### src/rtl/ppu_pkg.sv
// Shared PPU-side definitions: framebuffer geometry, pixel type and the
// frame-writer state encoding.
package ppu_pkg;

   localparam int H_PIXELS      = 160;
   localparam int V_LINES       = 144;
   localparam int FB_BANK_DEPTH = 23040;

   typedef logic [1:0] pixel_t;

   typedef enum logic [1:0] {
      WaitSync = 2'd0,
      Active   = 2'd1,
      LineEnd  = 2'd2,
      FrameEnd = 2'd3
   } LcdWriterState;

endpackage

### src/rtl/lcd_frame_writer.sv
// Writes the PPU pixel stream into a double-buffered framebuffer, tracking
// line/frame boundaries from the blanking strobes and flipping banks per frame.
//
// state    | meaning
// WaitSync | after reset, ignore everything until the first vblank
// Active   | accepting pixels of the current line
// LineEnd  | line full, waiting for hblank
// FrameEnd | last line done, waiting for vblank to flip banks
module lcd_frame_writer #(
   parameter int H_PIXELS = ppu_pkg::H_PIXELS,
   parameter int V_LINES  = ppu_pkg::V_LINES,
   parameter int PIXEL_W  = 2
) (
   input  logic               clk_in,
   input  logic               rst_in,
   input  logic               pixel_valid_in,
   input  logic [PIXEL_W-1:0] pixel_in,
   input  logic               hblank_in,
   input  logic               vblank_in,
   output logic               fb_we_out,
   output logic [15:0]        fb_addr_out,
   output logic [PIXEL_W-1:0] fb_data_out,
   output logic               disp_bank_out,
   output logic               frame_done_out,
   output logic               sync_err_out
);
   import ppu_pkg::*;

   localparam logic [7:0]  X_LAST   = 8'(H_PIXELS - 1);
   localparam logic [7:0]  Y_LAST   = 8'(V_LINES - 1);
   localparam logic [14:0] ROW_STEP = 15'(H_PIXELS);
   localparam logic [15:0] BANK_OFF = 16'(H_PIXELS * V_LINES);

   LcdWriterState state, state_n, state_mid;
   logic [7:0]    x, x_n, x_mid;
   logic [7:0]    y, y_n;
   logic [14:0]   row, row_n;
   logic          bank, bank_n;
   logic          err_n;
   logic          we_n;
   logic [15:0]   addr_n;
   logic [PIXEL_W-1:0] data_n;
   logic          done_n;

   always_ff @(posedge clk_in or posedge rst_in) begin
      if (rst_in) begin
         state          <= WaitSync;
         x              <= '0;
         y              <= '0;
         row            <= '0;
         bank           <= 1'b0;
         sync_err_out   <= 1'b0;
         fb_we_out      <= 1'b0;
         fb_addr_out    <= '0;
         fb_data_out    <= '0;
         frame_done_out <= 1'b0;
      end else begin
         state          <= state_n;
         x              <= x_n;
         y              <= y_n;
         row            <= row_n;
         bank           <= bank_n;
         sync_err_out   <= err_n;
         fb_we_out      <= we_n;
         fb_addr_out    <= addr_n;
         fb_data_out    <= data_n;
         frame_done_out <= done_n;
      end
   end

   always_comb begin
      state_mid = state;
      x_mid     = x;
      state_n   = state;
      x_n       = x;
      y_n       = y;
      row_n     = row;
      bank_n    = bank;
      err_n     = sync_err_out;
      we_n      = 1'b0;
      addr_n    = fb_addr_out;
      data_n    = fb_data_out;
      done_n    = 1'b0;

      // Pixel first; any strobe this cycle is judged against the post-pixel state.
      if (pixel_valid_in) begin
         case (state)
            Active: begin
               we_n   = 1'b1;
               addr_n = (bank ? BANK_OFF : 16'd0) + 16'(row) + 16'(x);
               data_n = pixel_in;
               if (x == X_LAST) begin
                  x_mid     = '0;
                  state_mid = LineEnd;
               end else begin
                  x_mid = x + 8'd1;
               end
            end
            LineEnd, FrameEnd: err_n = 1'b1;
            default: ;
         endcase
      end

      state_n = state_mid;
      x_n     = x_mid;

      if (vblank_in) begin
         case (state_mid)
            Active, LineEnd: err_n = 1'b1;
            FrameEnd: begin
               bank_n = ~bank;
               done_n = 1'b1;
            end
            default: ;
         endcase
         state_n = Active;
         x_n     = '0;
         y_n     = '0;
         row_n   = '0;
      end else if (hblank_in && (state_mid == Active || state_mid == LineEnd)) begin
         if (state_mid == Active)
            err_n = 1'b1;
         x_n = '0;
         if (y == Y_LAST) begin
            state_n = FrameEnd;
         end else begin
            y_n     = y + 8'd1;
            row_n   = row + ROW_STEP;
            state_n = Active;
         end
      end
   end

   assign disp_bank_out = ~bank;

endmodule

### config.mk
export PLATFORM = sky130hd
export DESIGN_NAME = lcd_frame_writer
export DESIGN_NICKNAME = d
export VERILOG_FILES = /design/src/rtl/ppu_pkg.sv /design/src/rtl/lcd_frame_writer.sv
export SDC_FILE = /design/constraint.sdc
export NUM_CORES = 1
export LEC_CHECK = 0
export BUFFER_PORTS_ARGS = -buffer_cell sky130_fd_sc_hd__buf_2
export CAP_MARGIN = 5
export CORE_UTILIZATION = 25
export CTS_BUF_LIST = sky130_fd_sc_hd__clkbuf_4 sky130_fd_sc_hd__clkbuf_8
export CTS_CLUSTER_SIZE = 40
export DETAILED_ROUTE_END_ITERATION = 8
export GPL_TIMING_DRIVEN = 1
export PLACE_DENSITY_LB_ADDON = 0.05
export SLEW_MARGIN = 20
export SYNTH_ARGS = -nofsm -noshare
export SYNTH_HDL_FRONTEND = slang
export SYNTH_SLANG_ARGS = --single-unit
### constraint.sdc
create_clock -name clk_in -period 2.1 [get_ports clk_in]
set_input_delay 0.105 -clock clk_in [delete_from_list [all_inputs] [get_ports clk_in]]
set_output_delay 0.105 -clock clk_in [all_outputs]
set_load 0.05 [all_outputs]
Word-level counts from Yosys, hierarchy flattened
Index checks and enable logic that the tools add are counted.
Widths: inputs -> output; s select.
{"block": "word_totals", "reg_bits": 55, "inputBits": 7, "out_inout_bits": 22, "word_cells": 64}
{"block": "op_classes", "add_sub_neg": 5, "eq_ne": 9, "muxes": 28, "n_bitwise": 1, "reduce_logical": 11}
{"op": "$mux 8", "count": 8}
{"op": "$mux 15", "count": 4}
{"op": "$add 15x15->16", "count": 1}
{"op": "$add 16x8->16", "count": 1}
{"op": "$add 8x1->8 const B", "count": 2}
{"op": "$eq 8x8->1 const B", "count": 2}
{"op": "$add 15x8->15 const B", "count": 1}
{"op": "$mux 2", "count": 6}
{"op": "$mux 1", "count": 10}
{"op": "$eq 2x2->1 const B", "count": 4}
{"op": "$reduce_and 2->1", "count": 4}
{"op": "$reduce_bool 3->1", "count": 2}
{"op": "$eq 2x1->1 const B", "count": 2}
{"op": "$reduce_or 2->1", "count": 2}
{"op": "$ne 2x2->1 const B", "count": 1}
{"op": "$reduce_bool 2->1", "count": 1}
{"op": "$logic_and 1x1->1", "count": 1}
{"op": "$logic_or 1x1->1", "count": 1}
{"op": "$not 1->1", "count": 1}

Depth between registers and ports, before layout
Gate-level depths: netlist of run 1.
{"block": "depth", "depth_word": 9, "ltp_mapped": 7, "depth_no_buf": 7}

Worst setup path before layout of run 1
No wires, ideal clock.
{"block": "synth_path", "path_kind": "register -> register", "start": "register state[0]", "end": "register row[12]", "setup_ns": 0.128, "arrival_ns": 1.712, "t_required_ns": 1.972, "path_slack_ns": 0.261, "stages_incl_launch_ff": 7, "path_buffers": 0, "synth_period_minus_slack_ns": 1.839, "path_cell_list": "dfrtp_1 > inv_1 > ha_1 > nand2b_1 > a21o_1 > nor3b_1 > mux2_1"}
{"block": "synth_between", "elab_chain_len": 8, "elab_cells_between_ends": 10, "classes_between": "eq/ne (3); mux (3); reduce/logical (4)"}
{"element": "from (decl)", "line": "lcd_frame_writer.sv:34", "source": "LcdWriterState state, state_n, state_mid;"}
{"element": "from (signal assigned)", "line": "lcd_frame_writer.sv:47", "source": "state <= WaitSync;"}
{"element": "from (signal assigned)", "line": "lcd_frame_writer.sv:58", "source": "state <= state_n;"}
{"element": "$eq 2x1->1 / $mux 2 (equally long branches)", "line": "lcd_frame_writer.sv:87, lcd_frame_writer.sv:92"}
{"element": "$mux 2", "line": "lcd_frame_writer.sv:87", "source": "case (state)"}
{"element": "$mux 2 (*)", "line": "lcd_frame_writer.sv:86", "source": "if (pixel_valid_in) begin"}
{"element": "$eq 2x1->1 / $eq 2x2->1 (equally long branches)", "line": "lcd_frame_writer.sv:120", "source": "end else if (hblank_in && (state_mid == Active || state_mid == LineEnd)) begin"}
{"element": "$logic_or 1x1->1 (*)", "line": "lcd_frame_writer.sv:120"}
{"element": "$logic_and 1x1->1 (*)", "line": "lcd_frame_writer.sv:120"}
{"element": "$reduce_bool 2->1 (no source line) (*)"}
{"element": "$reduce_and 2->1 (no source line) (*)"}
{"element": "to (signal assigned)", "line": "lcd_frame_writer.sv:61", "source": "row <= row_n;"}
{"element": "to (decl)", "line": "lcd_frame_writer.sv:37", "source": "logic [14:0] row, row_n;"}
Mark *: on every way between the ends. The rest lies on a longest branch, timed or not.
A chain may end at the register's enable or synchronous reset.

Worst setup path after layout of run 1
{"block": "layout_path", "start": "register x[6]", "end": "register fb_addr_out[12]"}
{"block": "layout_between", "elab_chain_len": 1}
{"element": "from (decl)", "line": "lcd_frame_writer.sv:35", "source": "logic [7:0] x, x_n, x_mid;"}
{"element": "from (signal assigned)", "line": "lcd_frame_writer.sv:59", "source": "x <= x_n;"}
{"element": "$add 16x8->16", "line": "lcd_frame_writer.sv:90", "source": "addr_n = (bank ? BANK_OFF : 16'd0) + 16'(row) + 16'(x);"}
{"element": "to (signal assigned)", "line": "lcd_frame_writer.sv:65", "source": "fb_addr_out <= addr_n;"}
{"element": "to (decl)", "line": "lcd_frame_writer.sv:21", "source": "output logic [15:0] fb_addr_out,"}
Every way passes these cells.

==> impl_metrics.yaml, run 1 <==
power:
  sw_frac_of_total: 0.3627
  p_leak_nw: 1.398
  ir_drop_mv: 0.3067
  p_switching_uw: 849.1
  clock_power_share: 0.258
  p_comb_frac: 0.271
  powerDensity_mw_per_mm2: 745.4
  p_int_mw: 1.492
  seq_power_share: 0.472
floorplanning:
  start_util: 0.2566
  ios: 29
  dieHeight_um: 104.7
  rows: 37
  dieArea_mm2: 0.01097
  core_area_mm2: 0.01028
  die_w_um: 104.7
timing:
  min_period_over_period: 0.9330
  finClkSkew_ps: 5.102
  finalMaxSlewViolations: 0
  period_needed_ps: 1959
  setup_viol: 0
  fmax_mhz: 510.4
  slew_headroom: 0.6044
  finalHoldViolations: 0
  rsz0062_at_grt: "no"
  tightest_slew_ps: 588.9
  setup_tns_ps: 0
route:
  post_drt_wl_per_cell_um: 13.94
  drt-total-wl_um: 6357
  first_iter_violations: 61
  drc: 0
  firstDrtPassIters: 4
  num_vias: 2084
  ant_nets: 0
  viasPerCell: 4.570
clocking:
  clk_pin_slew_ps: 100
  postCtsSetupBuffers: 0
  clk_latency_ps: 300
  cts_buffers: 5
  cts-root-buf: "clkbuf_8"
  htree_levels: 2
  clock_path_buffers: 2
  cts_sinks: 50
  tritoncts: "yes"
final_layout:
  drive_gt1_frac: 0.1781
  area_delta_synth_final_pct: 19.07
  n_antenna_cell: 0
  layout_common_cells: "dfrtp_1 (50), nand2_1 (45), buf_2 (28)"
  fin_nets: 340
  layout_commonest_cell: "dfrtp_1"
  design_area_mm2: 0.003141
critical_path:
  r2r_setup_slack_ps: 140
  path_max_fanout: 5
  reg2reg_to: "fb_addr_out[12]"
  required_ps: 2340
  ff2ff_path_depth: 6
  cp.arrival_ps: 2200
  endpoint_kind: "flop"
  crit_path_start_kind: "flop"
  r2r-start: "x[6]"
  timing_worst_setup_path_type: "reg2reg"
  startpoint: "x[6]"
  worstSetupEndpoint: "fb_addr_out[12]"
synthesis:
  synth_ff_type: "dfrtp_1"
  seq_area_frac_synth: 0.4744
  ys_warn_count: 0
  synth_top_cell_by_area: "dfrtp_1"
  ys_ff_latch: 50
  synth_area_leaders: "dfrtp_1 (47%), ha_1 (6.6%), nand2_1 (6.4%)"
  async_reset_ff_frac: 1.000
  synth_cells: 279
  synth-edff-count: 0
  postSynthAreaPerCell_um2: 9.454
  ys_types: 46
  syn-num-nets: 300
  netlist_area_mm2: 0.002638
  synth_top_area_frac: 0.4744
grt:
  grt.overflow.total: 0
  grtUsageTotal: 0.1245
  grt_pass1_vias: 2116
  grt_antenna_before_repair: 0
  grt_pass1_wl_um: 10850
  grt_max_degree: 31
flow_run:
  cap_violations: 0
place:
  globalplace.congestion: 0.6974
  dp.final_hpwl_um: 4715
  place_area_mm2: 0.003008
  port_buffers: 28
worst_hold_path:
  hp-class: "in2reg"
status:
  outcome: "finished clean"
==> worst max-delay path, cell delays in order (launching register included) <==
cell and delay (ps):
dfrtp_1 430, ha_1 350, a211oi_1 90, buf_4 150, o31a_1 330, or4_1 480
nand3_1 70
==> cell families after synthesis <==
kind of cell	share of synthesized area
DFF	0.4744
xor gates and xnor gates	0.05977
and+or+nand+nor	0.2192
buffers and inverters	0.03605
muxes	0.01233
adders and majority gates	0.06641
AOI/OAI and AO/OA	0.1319
==> worst min-delay path by stage <==
stage                   startpoint               to  cells after the start
floorplan              pixel_in[0]   fb_data_out[0]                      2
global placement            rst_in  fb_addr_out[13]                      2
detailed placement          rst_in  fb_addr_out[13]                      2
CTS                 pixel_valid_in     sync_err_out                      3
global route        pixel_valid_in     sync_err_out                      3
finish                   vblank_in           row[6]                      2
==> sequential cells by signal, summed over array words and instances, names as in the netlist <==
signal	cells
bank	1
fb_data_out	2
fb_we_out	1
y	8
row	10
x	8
frame_done_out	1
sync_err_out	1
fb_addr_out	16
state	2
==> power groups by stage <==
stage / clock (mW) / sequential, mW / combinational (mW)
finish: 0.603 / 1.10 / 0.634
floorplan: 0 / 1.30 / 0.291
detailed placement: 0 / 1.12 / 0.635
global route: 0.676 / 1.12 / 0.699
CTS: 0.644 / 1.11 / 0.643
global placement: 0 / 1.13 / 0.645
==> cell usage after synthesis, drive strengths merged (2+ instances only) <==
master   number
dfrtp        50
nand2        45
nor2         21
a21oi        16
inv          16
o21ai        16
ha           14
xnor2        14
nand3        12
clkbuf        7
a211oi        5
nand4         5
or3           5
and3          4
nor3          4
nor3b         4
xor2          4
nor2b         3
o31ai         3
or4           3
a2111oi       2
a221oi        2
a311oi        2
and2          2
buf           2
mux2          2
nand3b        2
o41ai         2
==> layer usage <==
metal / track usage / vias up / part of all wire
met5: 0 / - / 0
met4: 0.03018 / 0 / 0.0096
met3: 0.01996 / 7 / 0.026
met2: 0.2081 / 30 / 0.44
met1: 0.1676 / 994 / 0.52
li1: - / 1053 / -
==> stage by stage <==
step	utilization	power, mW	std cells	setup slack, ps	hold slack (ps)
after global routing	0.3056	2.494	456	19.04	90.05
final	0.3056	2.341	456	140.6	84.78
after CTS	0.3048	2.393	456	100.1	82.10
after global placement	0.2927	1.770	445	184.0	172.0
after detailed placement	0.2927	1.759	445	130.5	166.6
after floorplan	-	1.587	279	260.7	210.4
==> layout make-up <==
class                   count  area, um^2
fillers                  1117        7137
multi-input cells         204        1299
flip-flops and latches     50        1251
clock inverters             2       12.51
clock buffers               6       82.58
well taps                 136       170.2
inverters                  16       60.06
repair buffers             42       265.3
==> what timing repair did <==
action,4_1_cts,5_1_grt
gates resized for setup,0,2
setup endpoints to repair,0,2
endpoints found under the hold margin,22,0
hold buffers,3,0
Power figures use the tool's default switching activity.
==> run 2: changes to the inputs <==
--- a/config.mk
+++ b/config.mk
@@ -5,14 +5,16 @@
 export SDC_FILE = /design/constraint.sdc
 export NUM_CORES = 1
 export LEC_CHECK = 0
+export ABC_AREA = 1
 export BUFFER_PORTS_ARGS = -buffer_cell sky130_fd_sc_hd__buf_2
-export CAP_MARGIN = 5
+export CAP_MARGIN = 20
 export CORE_UTILIZATION = 25
 export CTS_BUF_LIST = sky130_fd_sc_hd__clkbuf_4 sky130_fd_sc_hd__clkbuf_8
 export CTS_CLUSTER_SIZE = 40
 export DETAILED_ROUTE_END_ITERATION = 8
 export GPL_TIMING_DRIVEN = 1
 export PLACE_DENSITY_LB_ADDON = 0.05
+export SKIP_LAST_GASP = 1
 export SLEW_MARGIN = 20
 export SYNTH_ARGS = -nofsm -noshare
 export SYNTH_HDL_FRONTEND = slang
==> impl_metrics.yaml, run 2 <==
clocking:
  clock_path_buffers: 2
  cts_buffers: 5
  ctsHoldBuffers: 3
  htree_levels: 2
  tritoncts: "yes"
  postCtsSetupBuffers: 0
  cts-root-buf: "clkbuf_8"
  clk_pin_slew_ps: 100
  cts_resized: 0
  clk_latency_ps: 330
  cts_sinks: 50
final_layout:
  fin_nets: 430
  largest_reg_flops: 16
  regMostFlops: "fb_addr_out"
  n_antenna_cell: 0
  largestRegisters: "fb_addr_out (16), row (10)"
  layout_commonest_cell: "nand2_1"
  drive_gt1_frac: 0.1488
  layoutNonFillerInstCount: 550
  area_delta_synth_final_pct: 15.44
  layout_common_cells: "nand2_1 (112), inv_1 (50), dfrtp_1 (50)"
timing:
  setup_viol: 0
  tightest_slew_ps: 634.0
  fmax_mhz: 567.7
  setup_slack_ps: 338.6
  slew_headroom: 0.5769
  min_period_over_period: 0.8388
  period_needed_ps: 1761
  finalMaxSlewViolations: 0
  finalHoldViolations: 0
  finClkSkew_ps: 14.03
  setup_tns_ps: 0
  rsz0062_at_grt: "no"
floorplanning:
  rows: 38
  dieArea_mm2: 0.01194
  core_area_mm2: 0.01103
  dieHeight_um: 109.3
  ios: 29
  start_util: 0.2608
  die_w_um: 109.3
route:
  num_vias: 2393
  drt-total-wl_um: 7193
  post_drt_wl_per_cell_um: 13.08
  first_iter_violations: 86
  drc: 0
  ant_nets: 0
  firstDrtPassIters: 4
  viasPerCell: 4.351
grt:
  grt_antenna_before_repair: 0
  use_met2: 0.2058
  grtUsageTotal: 0.1332
  grt_pass1_wl_um: 11940
  grt.overflow.total: 0
  grt_max_degree: 27
  grtUsageMet1: 0.1820
  met3_usage: 0.02510
  grt_pass1_vias: 2339
  grt.busiest_layer: "met2"
synthesis:
  synth_top_cell_by_area: "dfrtp_1"
  ys_warn_count: 0
  yosysMostFrequentCell: "nand2_1"
  synth_top_area_frac: 0.4350
  async_reset_ff_frac: 1.000
  synth_common_cells: "nand2_1 (112), inv_1 (51), dfrtp_1 (50), nand3_1 (33), nor2_1 (28)"
  ys_types: 31
  postSynthAreaPerCell_um2: 7.712
  syn-num-nets: 394
  synth_ff_type: "dfrtp_1"
  synth_cells: 373
  netlist_area_mm2: 0.002877
  synth-edff-count: 0
  seq_area_frac_synth: 0.4350
  ys_ff_latch: 50
  synth_area_leaders: "dfrtp_1 (43%), nand2_1 (15%), inv_1 (6.7%)"
place:
  globalplace.congestion: 0.7803
  dp_slack_ps: 355.3
  dp.final_hpwl_um: 5314
  port_buffers: 28
  dp_cells: 539
critical_path:
  required_ps: 2320
  endpoint_kind: "flop"
  path_max_fanout: 5
  crit_path_start_kind: "flop"
  cp.arrival_ps: 1980
  timing_worst_setup_path_type: "reg2reg"
power:
  power_mw: 2.653
  ir_drop_mv: 0.4513
  p_leak_nw: 1.703
  powerDensity_mw_per_mm2: 799.1
status:
  outcome: "finished clean"
flow_run:
  cap_violations: 0
worst_hold_path:
  hp-class: "in2reg"
## run 2: cell types whose count changed in the layout (fill, tap and decap cells not counted), sizes merged, moves of 3 or more
cell,change
nand2,+70
xnor2,-14
a211oi,-5
nor3b,-4
nand3,+22
or4,-3
nor2,+11
nand4,+7
nor2b,-3
o21ai,+10
or3,-5
and3,-4
buf,-7
inv,+37
## run 2: stage by stage
| stage | util | hold WS (ps) | area (um^2) |
|---|---|---|---|
| 4_1_cts | 0.3010 | 23.00 | 3321 |
| 3_5_place_dp | 0.2880 | 109.5 | 3177 |
| 6_report | 0.3010 | 33.05 | 3321 |
| 5_1_grt | 0.3010 | 77.02 | 3321 |
| 3_3_place_gp | 0.2880 | 105.6 | 3177 |
| 2_1_floorplan | - | 214.6 | 2877 |
## run 2: power by group
part           leakage [nW]  switching, mW  internal [mW]
sequential            0.662         0.0971           1.07
clock                0.0548          0.367          0.369
combinational         0.986          0.549          0.203
total                  1.70           1.01           1.64
## run 2: path summary, 6_finish.rpt
path	start	to	slack, ps	cells after the start
setup / recovery	x[6]	fb_addr_out[9]	340	8
hold / removal	pixel_valid_in	sync_err_out	30	3
setup reg to reg	x[6]	fb_addr_out[9]	340	8
hold reg to reg	fb_data_out[0]	fb_data_out[0]	480	2
max in group asynchronous	rst_in	fb_addr_out[10]	1200	4
min in group asynchronous	rst_in	x[4]	280	3
## run 2: per-layer routing
layer  vias up  part of all wire
li1       1275                 -
met1      1079              0.52
met2        30              0.43
met3         9             0.028
met4         0             0.016
met5         -                 0
## run 2: kinds of logic after synthesis
group | share of synthesized area
flip-flops | 0.4350
AND/OR/NAND/NOR | 0.3141
AO/OA/AOI/OAI | 0.08917
adder cells (fa/ha/maj) | 0.06090
buffers and inverters | 0.08569
XOR/XNOR | 0.01522
## run 2: layout make-up
class                      count  area, um^2
sequential                    50        1251
clock buffer                   6       76.32
timing repair buffer          35       200.2
fill                        1217        7710
multi-input combinational    264        1379
tap                          140       175.2
clock inverter                 2       37.54
inverter                      53       201.4
## run 2: critical path: stages, from the launching register on
cell	delay, ps
dfrtp_1	460
ha_1	360
nand2_1	110
nand2_1	100
nand3_1	80
nand2_1	130
or2_2	300
nand3_1	70
nand2_1	50
